<file path="src/rtl/bictr_tercnt_monitor.sv">
// Purpose: measures the cycle period between qualified terminal-count events of an up/down counter and captures its value.
// Latency: results (period, cap_count, rdy, evt_cnt, hit) are registered one edge after the qualifying evt.
// Backpressure: rdy holds until ack; a new result while rdy is pending overwrites it and sets sticky ovr.
module bictr_tercnt_monitor #(
    parameter int width  = 4,
    parameter int pwidth = 16,
    parameter int ewidth = 8
) (
    input  logic              clk,
    input  logic              reset,
    input  logic              cen,
    input  logic              tercnt,
    input  logic [width-1:0]  count,
    input  logic              clr,
    input  logic [ewidth-1:0] thresh,
    input  logic              ack,
    output logic [pwidth-1:0] period,
    output logic [width-1:0]  cap_count,
    output logic              rdy,
    output logic              ovr,
    output logic [ewidth-1:0] evt_cnt,
    output logic              hit
);

    typedef enum logic {
        ST_ARM = 1'b0,
        ST_RUN = 1'b1
    } state_t;

    localparam logic [pwidth-1:0] TIMER_MAX = '1;
    localparam logic [ewidth-1:0] EVT_MAX   = '1;

    state_t              state_q,     state_d;
    logic [pwidth-1:0]   timer_q,     timer_d;
    logic [pwidth-1:0]   period_q,    period_d;
    logic [width-1:0]    cap_count_q, cap_count_d;
    logic                rdy_q,       rdy_d;
    logic                ovr_q,       ovr_d;
    logic [ewidth-1:0]   evt_cnt_q,   evt_cnt_d;
    logic                hit_q,       hit_d;

    logic                evt;
    logic [pwidth-1:0]   timer_inc;

    // Qualified event and the saturating timer increment; the same value is
    // the next timer value and the period to publish, since the edge that
    // sees the event also counts as one elapsed cycle.
    always_comb begin
        evt       = tercnt & cen;
        timer_inc = (timer_q == TIMER_MAX) ? TIMER_MAX : timer_q + 1'b1;
    end

    // Next-state logic: clr dominates, otherwise ARM waits for the first
    // event and RUN measures the gap to each following event.
    always_comb begin
        state_d     = state_q;
        timer_d     = timer_q;
        period_d    = period_q;
        cap_count_d = cap_count_q;
        rdy_d       = rdy_q;
        ovr_d       = ovr_q;
        evt_cnt_d   = evt_cnt_q;
        hit_d       = 1'b0;

        if (clr) begin
            state_d     = ST_ARM;
            timer_d     = '0;
            period_d    = '0;
            cap_count_d = '0;
            rdy_d       = 1'b0;
            ovr_d       = 1'b0;
            evt_cnt_d   = '0;
        end else begin
            // Event counter saturates; hit only fires on an actual change,
            // so a stuck-at-max counter cannot pulse again.
            if (evt && (evt_cnt_q != EVT_MAX)) begin
                evt_cnt_d = evt_cnt_q + 1'b1;
                hit_d     = (thresh != '0) && (evt_cnt_d == thresh);
            end

            // Consumer handshake; ack without a pending result is ignored.
            if (ack && rdy_q) begin
                rdy_d = 1'b0;
            end

            case (state_q)
                ST_ARM: begin
                    timer_d = '0;
                    if (evt) begin
                        state_d = ST_RUN;
                    end
                end
                ST_RUN: begin
                    if (evt) begin
                        period_d    = timer_inc;
                        cap_count_d = count;
                        timer_d     = '0;
                        rdy_d       = 1'b1;
                        // Overrun only when the old result was never consumed.
                        if (rdy_q && !ack) begin
                            ovr_d = 1'b1;
                        end
                    end else begin
                        timer_d = timer_inc;
                    end
                end
                default: begin
                    state_d = ST_ARM;
                    timer_d = '0;
                end
            endcase
        end
    end

    // State and registered outputs; reset assertion takes effect immediately.
    always_ff @(posedge clk or negedge reset) begin
        if (!reset) begin
            state_q     <= ST_ARM;
            timer_q     <= '0;
            period_q    <= '0;
            cap_count_q <= '0;
            rdy_q       <= 1'b0;
            ovr_q       <= 1'b0;
            evt_cnt_q   <= '0;
            hit_q       <= 1'b0;
        end else begin
            state_q     <= state_d;
            timer_q     <= timer_d;
            period_q    <= period_d;
            cap_count_q <= cap_count_d;
            rdy_q       <= rdy_d;
            ovr_q       <= ovr_d;
            evt_cnt_q   <= evt_cnt_d;
            hit_q       <= hit_d;
        end
    end

    assign period    = period_q;
    assign cap_count = cap_count_q;
    assign rdy       = rdy_q;
    assign ovr       = ovr_q;
    assign evt_cnt   = evt_cnt_q;
    assign hit       = hit_q;

endmodule
</file>
<file path="config.mk">
export PLATFORM = sky130hd
export DESIGN_NAME = bictr_tercnt_monitor
export DESIGN_NICKNAME = d
export VERILOG_FILES = /design/src/rtl/bictr_tercnt_monitor.sv
export SDC_FILE = /design/constraint.sdc
export NUM_CORES = 1
export LEC_CHECK = 0
export CAP_MARGIN = 10
export CORE_ASPECT_RATIO = 2
export CORE_MARGIN = 8
export CORE_UTILIZATION = 32
export CTS_CLUSTER_SIZE = 10
export DETAILED_ROUTE_END_ITERATION = 16
export PLACE_DENSITY_LB_ADDON = 0.12
export SLEW_MARGIN = 20
export SYNTH_ARGS = -nofsm -noshare
export SYNTH_HDL_FRONTEND = slang
export SYNTH_SLANG_ARGS = --single-unit
</file>
<file path="constraint.sdc">
create_clock -name clk -period 2.85 [get_ports clk]
set_input_delay 0.285 -clock clk [delete_from_list [all_inputs] [get_ports clk]]
set_output_delay 0.285 -clock clk [all_outputs]
set_load 0.005 [all_outputs]
</file>
# After elaboration in Yosys (flattened, before gate mapping)
# Index checks and enable logic that the tools add are counted.
[word_totals] ff_bits=48 latch_bits=0 mem_bits_rw=0 mem_bits_ro=0 input_bits=18 out_inout_bits=31 wordCells=52 memories=0
[classes] n_addsub=2 mul=0 div_mod_pow=0 order_cmp=0 eq_ne=3 shift=0 muxes=25 n_bitwise=2 n_reduce_logical=12
[ops] op="16-bit 2-to-1 mux" count=6
[ops] op="16-bit case mux with 2 select lines" count=1
[ops] op="16-bit by 1-bit adder with 16-bit output (second input constant)" count=1
[ops] op="16-bit == test (second input constant)" count=1
[ops] op="8-bit 2-to-1 mux" count=2
[ops] op="1-bit 2-to-1 mux" count=13
[ops] op="4-bit 2-to-1 mux" count=3
[ops] op="8-bit by 1-bit adder with 8-bit output (second input constant)" count=1
[ops] op="8-bit == test" count=1
[ops] op="8-bit != test (second input constant)" count=1
[ops] op="2-bit nonzero test" count=4
[ops] op="8-bit nonzero test" count=1
[ops] op="1-bit logical AND" count=4
[ops] op="3-bit AND reduction" count=1
[ops] op="2-bit AND reduction" count=1
[ops] op="1-bit AND" count=1
[ops] op="1-bit zero test" count=1
[ops] op="1-bit NOT" count=1

# Longest topological paths before layout
# Gate-level depths: netlist (run 1).
[depth] ltp_word=6 depth_mapped=7 depth_no_buf=6

# Least setup slack after synthesis (run 1)
# Ideal clock, no wire load.
[synth_timing] kind="register to register" start="reg evt_cnt_q[0], in the netlist evt_cnt[0]" end="reg evt_cnt_q[3], in the netlist evt_cnt[3]" setup_ns=0.132 arrival_ns=1.660 t_required_ns=2.718 setup_slack_ns=1.058 stages_incl_launch_ff=8 path_buffers=1 synth_period_minus_slack_ns=1.792 path_cell_list="dfrtp_1 -> ha_1 -> and3_1 -> buf_2 -> a41oi_2 -> nor2b_1 -> xnor2_1 -> nor2_1"
[synth_between] elab_chain_cells=3 word_cells_on_any_way=6 classes_between="add/sub (1); eq/ne (1); mux (2); reduce/logical (2)"
[synth_rtl] item="start: declaration" line="39" rtl="logic [ewidth-1:0] evt_cnt_q, evt_cnt_d;"
[synth_rtl] item="start signal: assignment" line="133" rtl="evt_cnt_q <= evt_cnt_d;"
[synth_rtl] item="8-bit by 1-bit adder with 8-bit output or 8-bit != test (tied branches)" line="77, 76"
[synth_rtl] item="8-bit 2-to-1 mux or 1-bit logical AND (tied branches)" line="76" rtl="if (evt && (evt_cnt_q != EVT_MAX)) begin"
[synth_rtl] item="8-bit 2-to-1 mux or 2-bit nonzero test (tied branches)"
# Several ways; a longest one is shown, not always the timed one. The select of a mux whose other input is x is not followed.
# A chain may end at the register's enable or synchronous reset.

# Worst setup path in the final report (run 1)
[layout_timing] start="reg timer_q[0]" end="reg period_q[6], in the netlist period[6]"
[layout_between] elab_chain_cells=5 word_cells_on_any_way=6 classes_between="add/sub (1); eq/ne (1); mux (4)"
[layout_rtl] item="start: declaration" line="34" rtl="logic [pwidth-1:0] timer_q, timer_d;"
[layout_rtl] item="start signal: assignment" line="128" rtl="timer_q <= timer_d;"
[layout_rtl] item="16-bit by 1-bit adder with 16-bit output or 16-bit == test (tied branches)" line="50" rtl="timer_inc = (timer_q == TIMER_MAX) ? TIMER_MAX : timer_q + 1'b1;"
[layout_rtl] item="16-bit 2-to-1 mux *" line="50"
[layout_rtl] item="16-bit 2-to-1 mux *" line="94" rtl="if (evt) begin"
[layout_rtl] item="16-bit 2-to-1 mux *" line="86" rtl="case (state_q)"
[layout_rtl] item="16-bit 2-to-1 mux *" line="65" rtl="if (clr) begin"
[layout_rtl] item="end signal: assignment" line="129" rtl="period_q <= period_d;"
[layout_rtl] item="end: declaration" line="35" rtl="logic [pwidth-1:0] period_q, period_d;"
# Mark *: on every way between the ends. The rest lies on a longest branch, timed or not. The select of a mux whose other input is x is not followed.

==> impl_results.md, run 1 <==
* Largest family of logic cells by synthesized area: simple AND/OR/NAND/NOR gates
* Netlist cell types at 38
* Detailed Routing Iterations Pass 1 at 4
* Tightest Hold Check Type: input port to asynchronous set/reset pin
* Share of layout cells above drive strength 1 at 5.19%
* Cell with the most instances after synthesis: dfrtp_1
* Rows at 44
* Simple-gate share of the synthesized area at 22.0%
* Synth Area in XOR/XNOR at 7.16%
* Max Clock Skew at 0.00388 ns
* Reg area at 0.00120 mm²
* Synth area leader: dfrtp_1
* Critical Path End Type: flop
* Port buffer count at 48
* Vias/cell at 4.96
* PostCTS Resize Cnt at 0
* Main synth FF type: dfrtp_1
* Total congestion overflow at 0
* Max-slew violation total from the final report at 0
* Post-Synth Adder-Cell Area at 1.08%
* Asr flop ratio synth at 100%
* Drt total wl at 5680 µm
* Combinational share of power at 6.7%
* CTS Root Cell: clkbuf_16
* Area grow syn2layout at 31.2%
* CP max stage delay at 0.43 ns
* First-pass GRT wire length at 9990 µm
* Drc violations at 0
* Die ar. at 0.0104 mm²
* Die Y at 137 µm
* Status: completed
* Min Tclk post-route at 1.98 ns
* RD Place Congestion at 0.804
* DP HPWL at 4050 µm
* Initial antenna violation count at 0
* Initial core utilization at 32.5%
* Switching share of power at 21.7%
* Setup violators final at 0
* Mux cell area share after synthesis at 3.45%
* Top cells by count, synth: dfrtp_1 (48), nor2_1 (33), nand2_1 (27)
* Overall routing resource usage at 11.7%
* Slew Limit Headroom at 58.2%
* Final nets at 308
* Filler Cells Inserted at 733
* Syn Nets at 259
* Via count at 1,890
* Multi-input gate area at 0.00107 mm²
* FMAX at 0.505 GHz
* Post-Syn Area at 0.00232 mm²
* Initial drt markers at 137
* Ports placed on the boundary at 49
* Number of hold violations in the final report at 0
* Static Leakage at 1.22 nW
* Reg power frac at 50.2%
* Worst vdd ir at 0.358 mV
* Core ar. at 0.00716 mm²
* Largest cells by area after synthesis: dfrtp_1 (52%), nor2_1 (5.3%), xnor2_1 (5.3%)
* Flops & latches, synth at 48
* Crit-path cells: ha_1, nand4_1, nand2b_1, nor2_1, nor3b_1, o21ai_0
* CP arrival at 2.17 ns
* Cells after synthesis at 239
* Worst slew pin tran at 0.625 ns
* Clock network power share at 43.1%
* Compound-Gate Fraction of Synth Area at 12.3%
* Setup crit start kind: flop
* Crit path required time at 3.04 ns
* Number of global-route vias before repair at 1,967
* Hold Buf Count CTS at 0
* Pwr dens at 453 mW/mm²
* Die width at 76.3 µm
* CTS buffer count at 5
* Final Util at 42.6%
* H-tree depth at 2
* Setup TNS at 0 ns
* Critical path type: flop to flop
* CP max stage cell: nor2_1
* Max FO, Critical Path at 8
* CTS clk-pin slew, worst paths at 0.06 ns
* Post-CTS Setup Inserts at 0
* Largest net degree at the start of global routing at 49
* Average wire per standard cell at 14.9 µm
* Share of the yosys chip area belonging to registers at 51.7%
* Switch Pwr at 0.300 mW
* Skew-Pair Late Insertion Delay at 0.29 ns
* CTS tree: yes
* Cell internal pwr at 1.08 mW
* Number of synthesized flops with an enable pin at 0
* Synthesized area per cell at 9.72 µm²
* Period utilization at 69.5%
* Post-route ant nets at 0
* RSZ-0062 raised after global routing: no
* ANT cells at 0
* Max-Cap Viols at 0
* CTS max path bufs at 2
* Synth warnings at 0
* Yosys top cell area share at 51.7%
* CTS sink cnt at 48
==> placed cells by master (no fill, tap or decap), types with 2 or more instances in the layout <==
cell type	count
dfrtp_1	48
clkdlybuf4s50_1	47
nor2_1	33
nand2_1	27
o21ai_0	16
xnor2_1	14
a21oi_1	11
nand3_1	10
mux2i_1	8
inv_1	6
nor3_1	6
xor2_1	5
a22o_1	5
clkbuf_16	5
nor2b_1	4
nand4_1	4
and3_1	4
nand2b_1	3
and4_1	3
buf_4	3
and2_1	2
a31oi_1	2
nor4_1	2
a21o_1	2
ha_1	2
==> stage by stage <==
| stage | worst slack (ns) | hold WS (ns) | power, mW | std cells | cell area (µm²) |
|---|---|---|---|---|---|
| after floorplan | 1.06 | -0.0106 | 0.740 | 239 | 2320 |
| after detailed placement | 0.808 | 0.465 | 0.801 | 373 | 2900 |
| after global routing | 0.559 | 0.0640 | 1.44 | 381 | 3050 |
| final | 0.871 | 0.00479 | 1.38 | 381 | 3050 |
| after global placement | 0.893 | 0.462 | 0.799 | 373 | 2900 |
| after CTS | 0.796 | 0.243 | 1.41 | 381 | 3050 |
==> power groups by stage <==
stage	combinational, mW	sequential [mW]	clock [mW]
after floorplan	0.0351	0.705	0
after global placement	0.0942	0.705	0
after CTS	0.0959	0.692	0.620
after detailed placement	0.0958	0.705	0
final	0.0930	0.692	0.595
after global routing	0.104	0.693	0.645
==> layer usage <==
metal | GRT usage [%] | up-vias | wire [µm]
li1 | - | 925 | -
met1 | 13.6 | 922 | 2550
met2 | 19.5 | 37 | 2700
met3 | 3.62 | 6 | 330
met4 | 5.17 | 0 | 99
met5 | 0 | - | 0
==> flip-flops by register name, summed over array words and instances (netlist names) <==
register   cells
period        16
hit            1
rdy            1
ovr            1
state_q        1
evt_cnt        8
cap_count      4
timer_q       16
==> cell type report <==
cell class                 count  area share, %
tap                           92           3.78
clock inverter                 1          0.246
clock buffer                   7           4.68
multi-input combinational    177           35.0
inverter                       6          0.739
timing repair buffer          50           16.2
sequential                    48           39.4
==> worst paths after layout <==
check                                 from          to  slack (ns)  cells after the start
worst max-delay path            timer_q[0]   period[6]        0.87                      6
worst min-delay path                 reset         hit       0.005                      1
worst max register to register  timer_q[0]   period[6]        0.87                      6
worst min register to register  period[14]  period[14]        0.47                      2
max in group asynchronous            reset  period[10]        2.43                      1
min in group clk                period[14]  period[14]        0.47                      2
==> critical path, delay by kind of cell (launching register included) <==
kind            cells  cell delay (ns)
flops               1             0.40
compound gates      1             0.18
fa+ha+maj           1             0.22
simple gates        4             1.07
==> cells by family (layout without fill, tap and decap cells) <==
family	Yosys count	count (layout)
multiplexers	8	8
buffers and inverters	14	64
AND/OR/NAND/NOR	104	104
adder cells (fa/ha/maj)	2	2
AO/OA/AOI/OAI	44	44
flip-flops	48	48
XOR/XNOR	19	19
Note: power is estimated with default switching activity, not from simulation.
==> run 2: changes to the inputs <==
- clock period: 2.85 -> 1.7 ns (I/O delays scaled with it)
==> run 2 against run 1 <==
Against the previous run:
- via count is 5.1% higher
- final cell count increased by 6.6%
- routed wire length grew 5.4%
- sequential power grew 68%
- highest routed layer unchanged
- fmax grew 20%
- sequential share of layout area down 3.3 points
- die area unchanged
- count of clock-buffer cells in the layout grew 1
==> impl_results.md, run 2 (synthesis gave the netlist of run 1 again) <==
* Rows at 44 (unchanged)
* RSZ-0062 raised after global routing: yes (was no)
* Die width at 76.3 µm (unchanged)
* Max-slew violation total from the final report at 0 (unchanged)
* CTS tree: yes (unchanged)
* Overall routing resource usage at 12.1% (was 11.7%)
* Status: completed (unchanged)
* Via count at 1,986 (was 1,890)
* Ports placed on the boundary at 49 (unchanged)
* Vias/cell at 4.89 (was 4.96)
* Initial core utilization at 32.5% (unchanged)
* Skew-Pair Late Insertion Delay at 0.29 ns (about the same)
* CTS buffer count at 5 (unchanged)
* Cell Count Post-Placement at 396 (was 373)
* Total congestion overflow at 0 (unchanged)
* Port buffer count at 48 (unchanged)
* Static Leakage at 1.36 nW (was 1.22 nW)
* CTS Root Cell: clkbuf_16 (unchanged)
* Drc violations at 0 (unchanged)
* Detailed Routing Iterations Pass 1 at 4 (unchanged)
* Area grow syn2layout at 43.3% (was 31.2%)
* Fin worst setup slack at 0.0567 ns (was 0.871 ns)
* Setup Slack @ Placement at -0.0325 ns (was 0.808 ns)
* H-tree depth at 2 (unchanged)
* Final nets at 333 (was 308)
* Pwr dens at 703 mW/mm² (was 453 mW/mm²)
* Tightest Hold Check Type: input port to asynchronous set/reset pin (unchanged)
* Share of layout cells above drive strength 1 at 16.2% (was 5.19%)
* CTS max path bufs at 2 (unchanged)
* Die ar. at 0.0104 mm² (unchanged)
* Filler Cells Inserted at 708 (was 733)
* First-pass GRT wire length at 10,400 µm (was 9990 µm)
* Largest net degree at the start of global routing at 32 (was 49)
* Number of global-route vias before repair at 2,095 (was 1,967)
* Min Tclk post-route at 1.64 ns (was 1.98 ns)
* Worst slew pin tran at 0.441 ns (was 0.625 ns)
* Max Clock Skew at 0.00360 ns (was 0.00388 ns)
* Initial antenna violation count at 0 (unchanged)
* Reg area at 0.00120 mm² (about the same)
* Die Y at 137 µm (unchanged)
* FMAX at 0.609 GHz (was 0.505 GHz)
* CTS clk-pin slew, worst paths at 0.06 ns (about the same)
* Critical Path End Type: flop (unchanged)
* Crit path required time at 1.88 ns (was 3.04 ns)
* Initial drt markers at 63 (was 137)
* Average wire per standard cell at 14.7 µm (was 14.9 µm)
* ANT cells at 0 (unchanged)
* Core ar. at 0.00716 mm² (unchanged)
* Critical path type: flop to flop (unchanged)
* Setup crit start kind: flop (unchanged)
* CTS sink cnt at 48 (unchanged)
* Max-Cap Viols at 0 (unchanged)
* Max FO, Critical Path at 7 (was 8)
* DP HPWL at 4390 µm (was 4050 µm)
* RD Place Congestion at 0.826 (was 0.804)
* Power Total at 2.34 mW (was 1.38 mW)
* Number of hold violations in the final report at 0 (unchanged)
* Commonest non-fill, non-tap cell in the layout: clkdlybuf4s50_1 (was dfrtp_1)
* Setup violators final at 0 (unchanged)
* Post-Layout Cell Count at 406 (was 381)
* CP arrival at 1.82 ns (was 2.17 ns)
* Post-route ant nets at 0 (unchanged)
* Multi-input gate area at 0.00114 mm² (was 0.00107 mm²)
* Period utilization at 96.7% (was 69.5%)
* Worst vdd ir at 0.555 mV (was 0.358 mV)
* Slew Limit Headroom at 70.6% (was 58.2%)
* Drt total wl at 5990 µm (was 5680 µm)
* Commonest cells after routing, fill and taps aside: clkdlybuf4s50_1 (47), dfrtp_1 (46), nor2_1 (32) (was dfrtp_1 (48), clkdlybuf4s50_1 (47), nor2_1 (33))
run 2: worst max-delay path, stage by stage, from the launching register on:
cell	delay, ns
dfrtp_2	0.41
ha_2	0.20
and3_4	0.21
a41oi_4	0.32
nor2b_4	0.21
xnor2_1	0.12
nor2_1	0.06
run 2: report_power, final:
group / internal, mW / switching [mW] / leakage (nW) / total [mW]
registers: 1.15 / 0.00637 / 0.665 / 1.16
clock network: 0.587 / 0.403 / 0.0712 / 0.990
logic: 0.0995 / 0.0941 / 0.622 / 0.194
total: 1.84 / 0.504 / 1.36 / 2.34
run 2: final timing paths:
| path | from | endpoint | slack [ns] | cells after the start |
|---|---|---|---|---|
| worst min-delay path | reset | hit | 0.36 | 2 |
| worst max register to register | evt_cnt[0] | evt_cnt[3] | 0.06 | 6 |
| max in group asynchronous | reset | period[6] | 0.83 | 3 |
| worst max-delay path | evt_cnt[0] | evt_cnt[3] | 0.06 | 6 |
| worst min register to register | period[11] | period[11] | 0.48 | 2 |
| min in group clk | period[11] | period[11] | 0.48 | 2 |
run 2: cell type report:
cell class | count | share of cell area [%]
Multi-Input combinational cell | 177 | 34.1
Clock buffer | 8 | 4.40
Sequential cell | 48 | 36.1
Tap cell | 92 | 3.46
Timing Repair Buffer | 75 | 21.2
Inverter | 6 | 0.676
run 2: stage by stage:
| step | hold slack, ns | instance area (µm²) | utilization, % | setup TNS [ns] |
|---|---|---|---|---|
| after floorplan | -0.126 | 2350 | - | -0.0170 |
| after global placement | 0.141 | 3120 | 43.6 | 0 |
| after detailed placement | 0.145 | 3120 | 43.6 | -0.0325 |
| after CTS | 0.382 | 3270 | 45.8 | 0 |
| after global routing | 0.408 | 3330 | 46.5 | -0.198 |
| final | 0.361 | 3330 | 46.5 | 0 |
run 2: per-layer routing:
layer	global-route usage (%)	part of all wire, %	routed length, µm	vias to the layer above
met5	0	0	0	-
met4	4.96	1.6	95	0
met3	3.55	5.1	307	7
met2	21.0	51	3030	41
met1	13.6	43	2550	962
li1	-	-	-	976
run 2: repair_timing:
action / CTS / global route
endpoints found under the hold margin: 17 / 0
endpoints found under the setup margin: 2 / 10
resized for setup: 0 / 13
pin swaps: 1 / 4
hold buffers: 1 / 0
buffers inserted: 0 / 1
==> run 3: changes to the inputs <==
- RECOVER_POWER: unset -> 50
==> run 3 against run 2 <==
Against the previous run:
- final cell count stayed put
- highest routed layer unchanged
- register-to-register slack about the same
- critical endpoint unchanged
- routed wire length barely moved
- final area down 0.41%
- die area unchanged
- flip-flop and latch count unchanged
- largest cell class unchanged
==> impl_results.md, run 3 (synthesis gave the netlist of run 1 again) <==
* Skew-Pair Late Insertion Delay at 0.29 ns (about the same)
* Critical Path End Type: flop (unchanged)
* Min-delay src: period[11]
* Via count at 1,986 (unchanged)
* CTS buffer count at 5 (unchanged)
* Filler Cells Inserted at 712 (was 708)
* Switching share of power at 21.5% (about the same)
* Pwr dens at 705 mW/mm² (was 703 mW/mm²)
* Slew Limit Headroom at 32.8% (was 70.6%)
* Vias/cell at 4.89 (unchanged)
* Cell internal pwr at 1.83 mW (was 1.84 mW)
* Die Y at 137 µm (unchanged)
* Period utilization at 96.7% (about the same)
* Port buffer count at 48 (unchanged)
* Total congestion overflow at 0 (unchanged)
* Rows at 44 (unchanged)
* Final Util at 46.3% (was 46.5%)
* Tightest Hold Check Type: flop to flop (was input port to asynchronous set/reset pin)
* Share of layout cells above drive strength 1 at 15.6% (was 16.2%)
* Worst R2R End: evt_cnt[3] (unchanged)
* Worst vdd ir at 0.555 mV (about the same)
* Initial antenna violation count at 0 (unchanged)
* Max-Cap Viols at 0 (unchanged)
* First-pass GRT wire length at 10,400 µm (unchanged)
* CTS max path bufs at 2 (unchanged)
* Max FO, Critical Path at 7 (unchanged)
* CTS clk-pin slew, worst paths at 0.06 ns (about the same)
* Commonest cells after routing, fill and taps aside: dfrtp_1 (46), clkdlybuf4s50_1 (40), nor2_1 (32) (was clkdlybuf4s50_1 (47), dfrtp_1 (46), nor2_1 (32))
* Post-route ant nets at 0 (unchanged)
* H-tree depth at 2 (unchanged)
* Drc violations at 0 (unchanged)
* Setup TNS at 0 ns (unchanged)
* Overall routing resource usage at 12.1% (unchanged)
* Final nets at 333 (unchanged)
* CTS tree: yes (unchanged)
* Min Tclk post-route at 1.64 ns (about the same)
* Setup violators final at 0 (unchanged)
* RD Place Congestion at 0.826 (unchanged)
* Number of global-route vias before repair at 2,095 (unchanged)
* Hold path cells at 2
* Initial drt markers at 63 (unchanged)
* CP arrival at 1.82 ns (about the same)
* Core ar. at 0.00716 mm² (unchanged)
* CTS sink cnt at 48 (unchanged)
* Average wire per standard cell at 14.7 µm (about the same)
* Ports placed on the boundary at 49 (unchanged)
* Crit path required time at 1.88 ns (about the same)
* Drt total wl at 5990 µm (about the same)
* Combinational share of power at 8.1% (was 8.3%)
* FMAX at 0.609 GHz (unchanged)
* Worst R2R Setup Slack at 0.06 ns (about the same)
* Worst slew pin tran at 1.01 ns (was 0.441 ns)
* Number of hold violations in the final report at 0 (unchanged)
* Reg2reg path depth at 6 (unchanged)
* Clock network power share at 42.4% (was 42.3%)
* Static Leakage at 1.37 nW (was 1.36 nW)
* Die ar. at 0.0104 mm² (unchanged)
* Setup crit start kind: flop (unchanged)
* Initial core utilization at 32.5% (unchanged)
* Commonest non-fill, non-tap cell in the layout: dfrtp_1 (was clkdlybuf4s50_1)
* Max Clock Skew at 0.00360 ns (about the same)
* Area grow syn2layout at 42.8% (was 43.3%)
* Max-slew violation total from the final report at 0 (unchanged)
* RR Startpoint: evt_cnt[0] (unchanged)
* Die width at 76.3 µm (unchanged)
* Detailed Routing Iterations Pass 1 at 4 (unchanged)
* WHS Endpoint: period[11]
* Status: completed (unchanged)
* Largest net degree at the start of global routing at 32 (unchanged)
* Switch Pwr at 0.503 mW (was 0.504 mW)
* Critical path type: flop to flop (unchanged)
* ANT cells at 0 (unchanged)
* Reg power frac at 49.5% (was 49.4%)
* DP HPWL at 4390 µm (unchanged)
* RSZ-0062 raised after global routing: yes (unchanged)
* CTS Root Cell: clkbuf_16 (unchanged)
## run 3: cell types whose count changed in the layout (fill, tap and decap cells not counted), sizes merged
cell and delta:
clkdlybuf4s50 -7, dlygate4sd3 +7, buf -2, clkbuf +2
## run 3: power groups by stage
stage	Clock (mW)	Combinational (mW)	Sequential (mW)
detailed placement	0	0.195	1.18
floorplan	0	0.0610	1.18
global route	1.07	0.209	1.16
finish	0.990	0.189	1.16
global placement	0	0.191	1.18
CTS	1.03	0.197	1.16
## run 3: final cells by class
cell class / count / area [µm²] / area share (%)
multi-input combinational: 177 / 1140 / 34.3
timing repair buffer: 75 / 692 / 20.9
tap: 92 / 115 / 3.47
sequential: 48 / 1200 / 36.3
clock buffer: 8 / 146 / 4.41
inverter: 6 / 22.5 / 0.679
## run 3: layer usage
| metal | part of all wire [%] | track usage (%) |
|---|---|---|
| met3 | 5.1 | 3.55 |
| met5 | 0 | 0 |
| met1 | 43 | 13.6 |
| met2 | 50 | 21.0 |
| met4 | 1.6 | 4.96 |
## run 3: worst max-delay path: stages, from the launching register on
cell     delay (ns)
dfrtp_2        0.41
ha_2           0.20
and3_4         0.21
a41oi_4        0.32
nor2b_4        0.21
xnor2_1        0.12
nor2_1         0.06
## run 3: worst max path at each step
| stage | startpoint | to | slack, ns | cells past startpoint |
|---|---|---|---|---|
| floorplan | evt_cnt[0] | evt_cnt[3] | -0.02 | 7 |
| global placement | evt_cnt[0] | evt_cnt[3] | 0.04 | 6 |
| detailed placement | evt_cnt[0] | evt_cnt[3] | -0.03 | 6 |
| CTS | evt_cnt[1] | hit | 0.005 | 6 |
| global route | timer_q[0] | period[6] | -0.08 | 7 |
| finish | evt_cnt[0] | evt_cnt[3] | 0.06 | 6 |
## run 3: through the flow
stage                     power [mW]  cell area (µm²)  setup WS [ns]  std cells  hold slack [ns]
after floorplan                 1.24             2350        -0.0170        239           -0.126
after global placement          1.37             3120         0.0378        396            0.141
after detailed placement        1.37             3120        -0.0325        396            0.145
after CTS                       2.38             3270        0.00526        405            0.382
after global routing            2.44             3320        -0.0785        406            0.484
final                           2.34             3320         0.0567        406            0.473
## run 3: what timing repair did
action	4_1_cts	5_1_grt
resized for setup	0	13
endpoints found under the setup margin	2	10
hold buffers	1	0
setup buffers	0	1
pin swaps	1	4
hold endpoints to repair	17	0
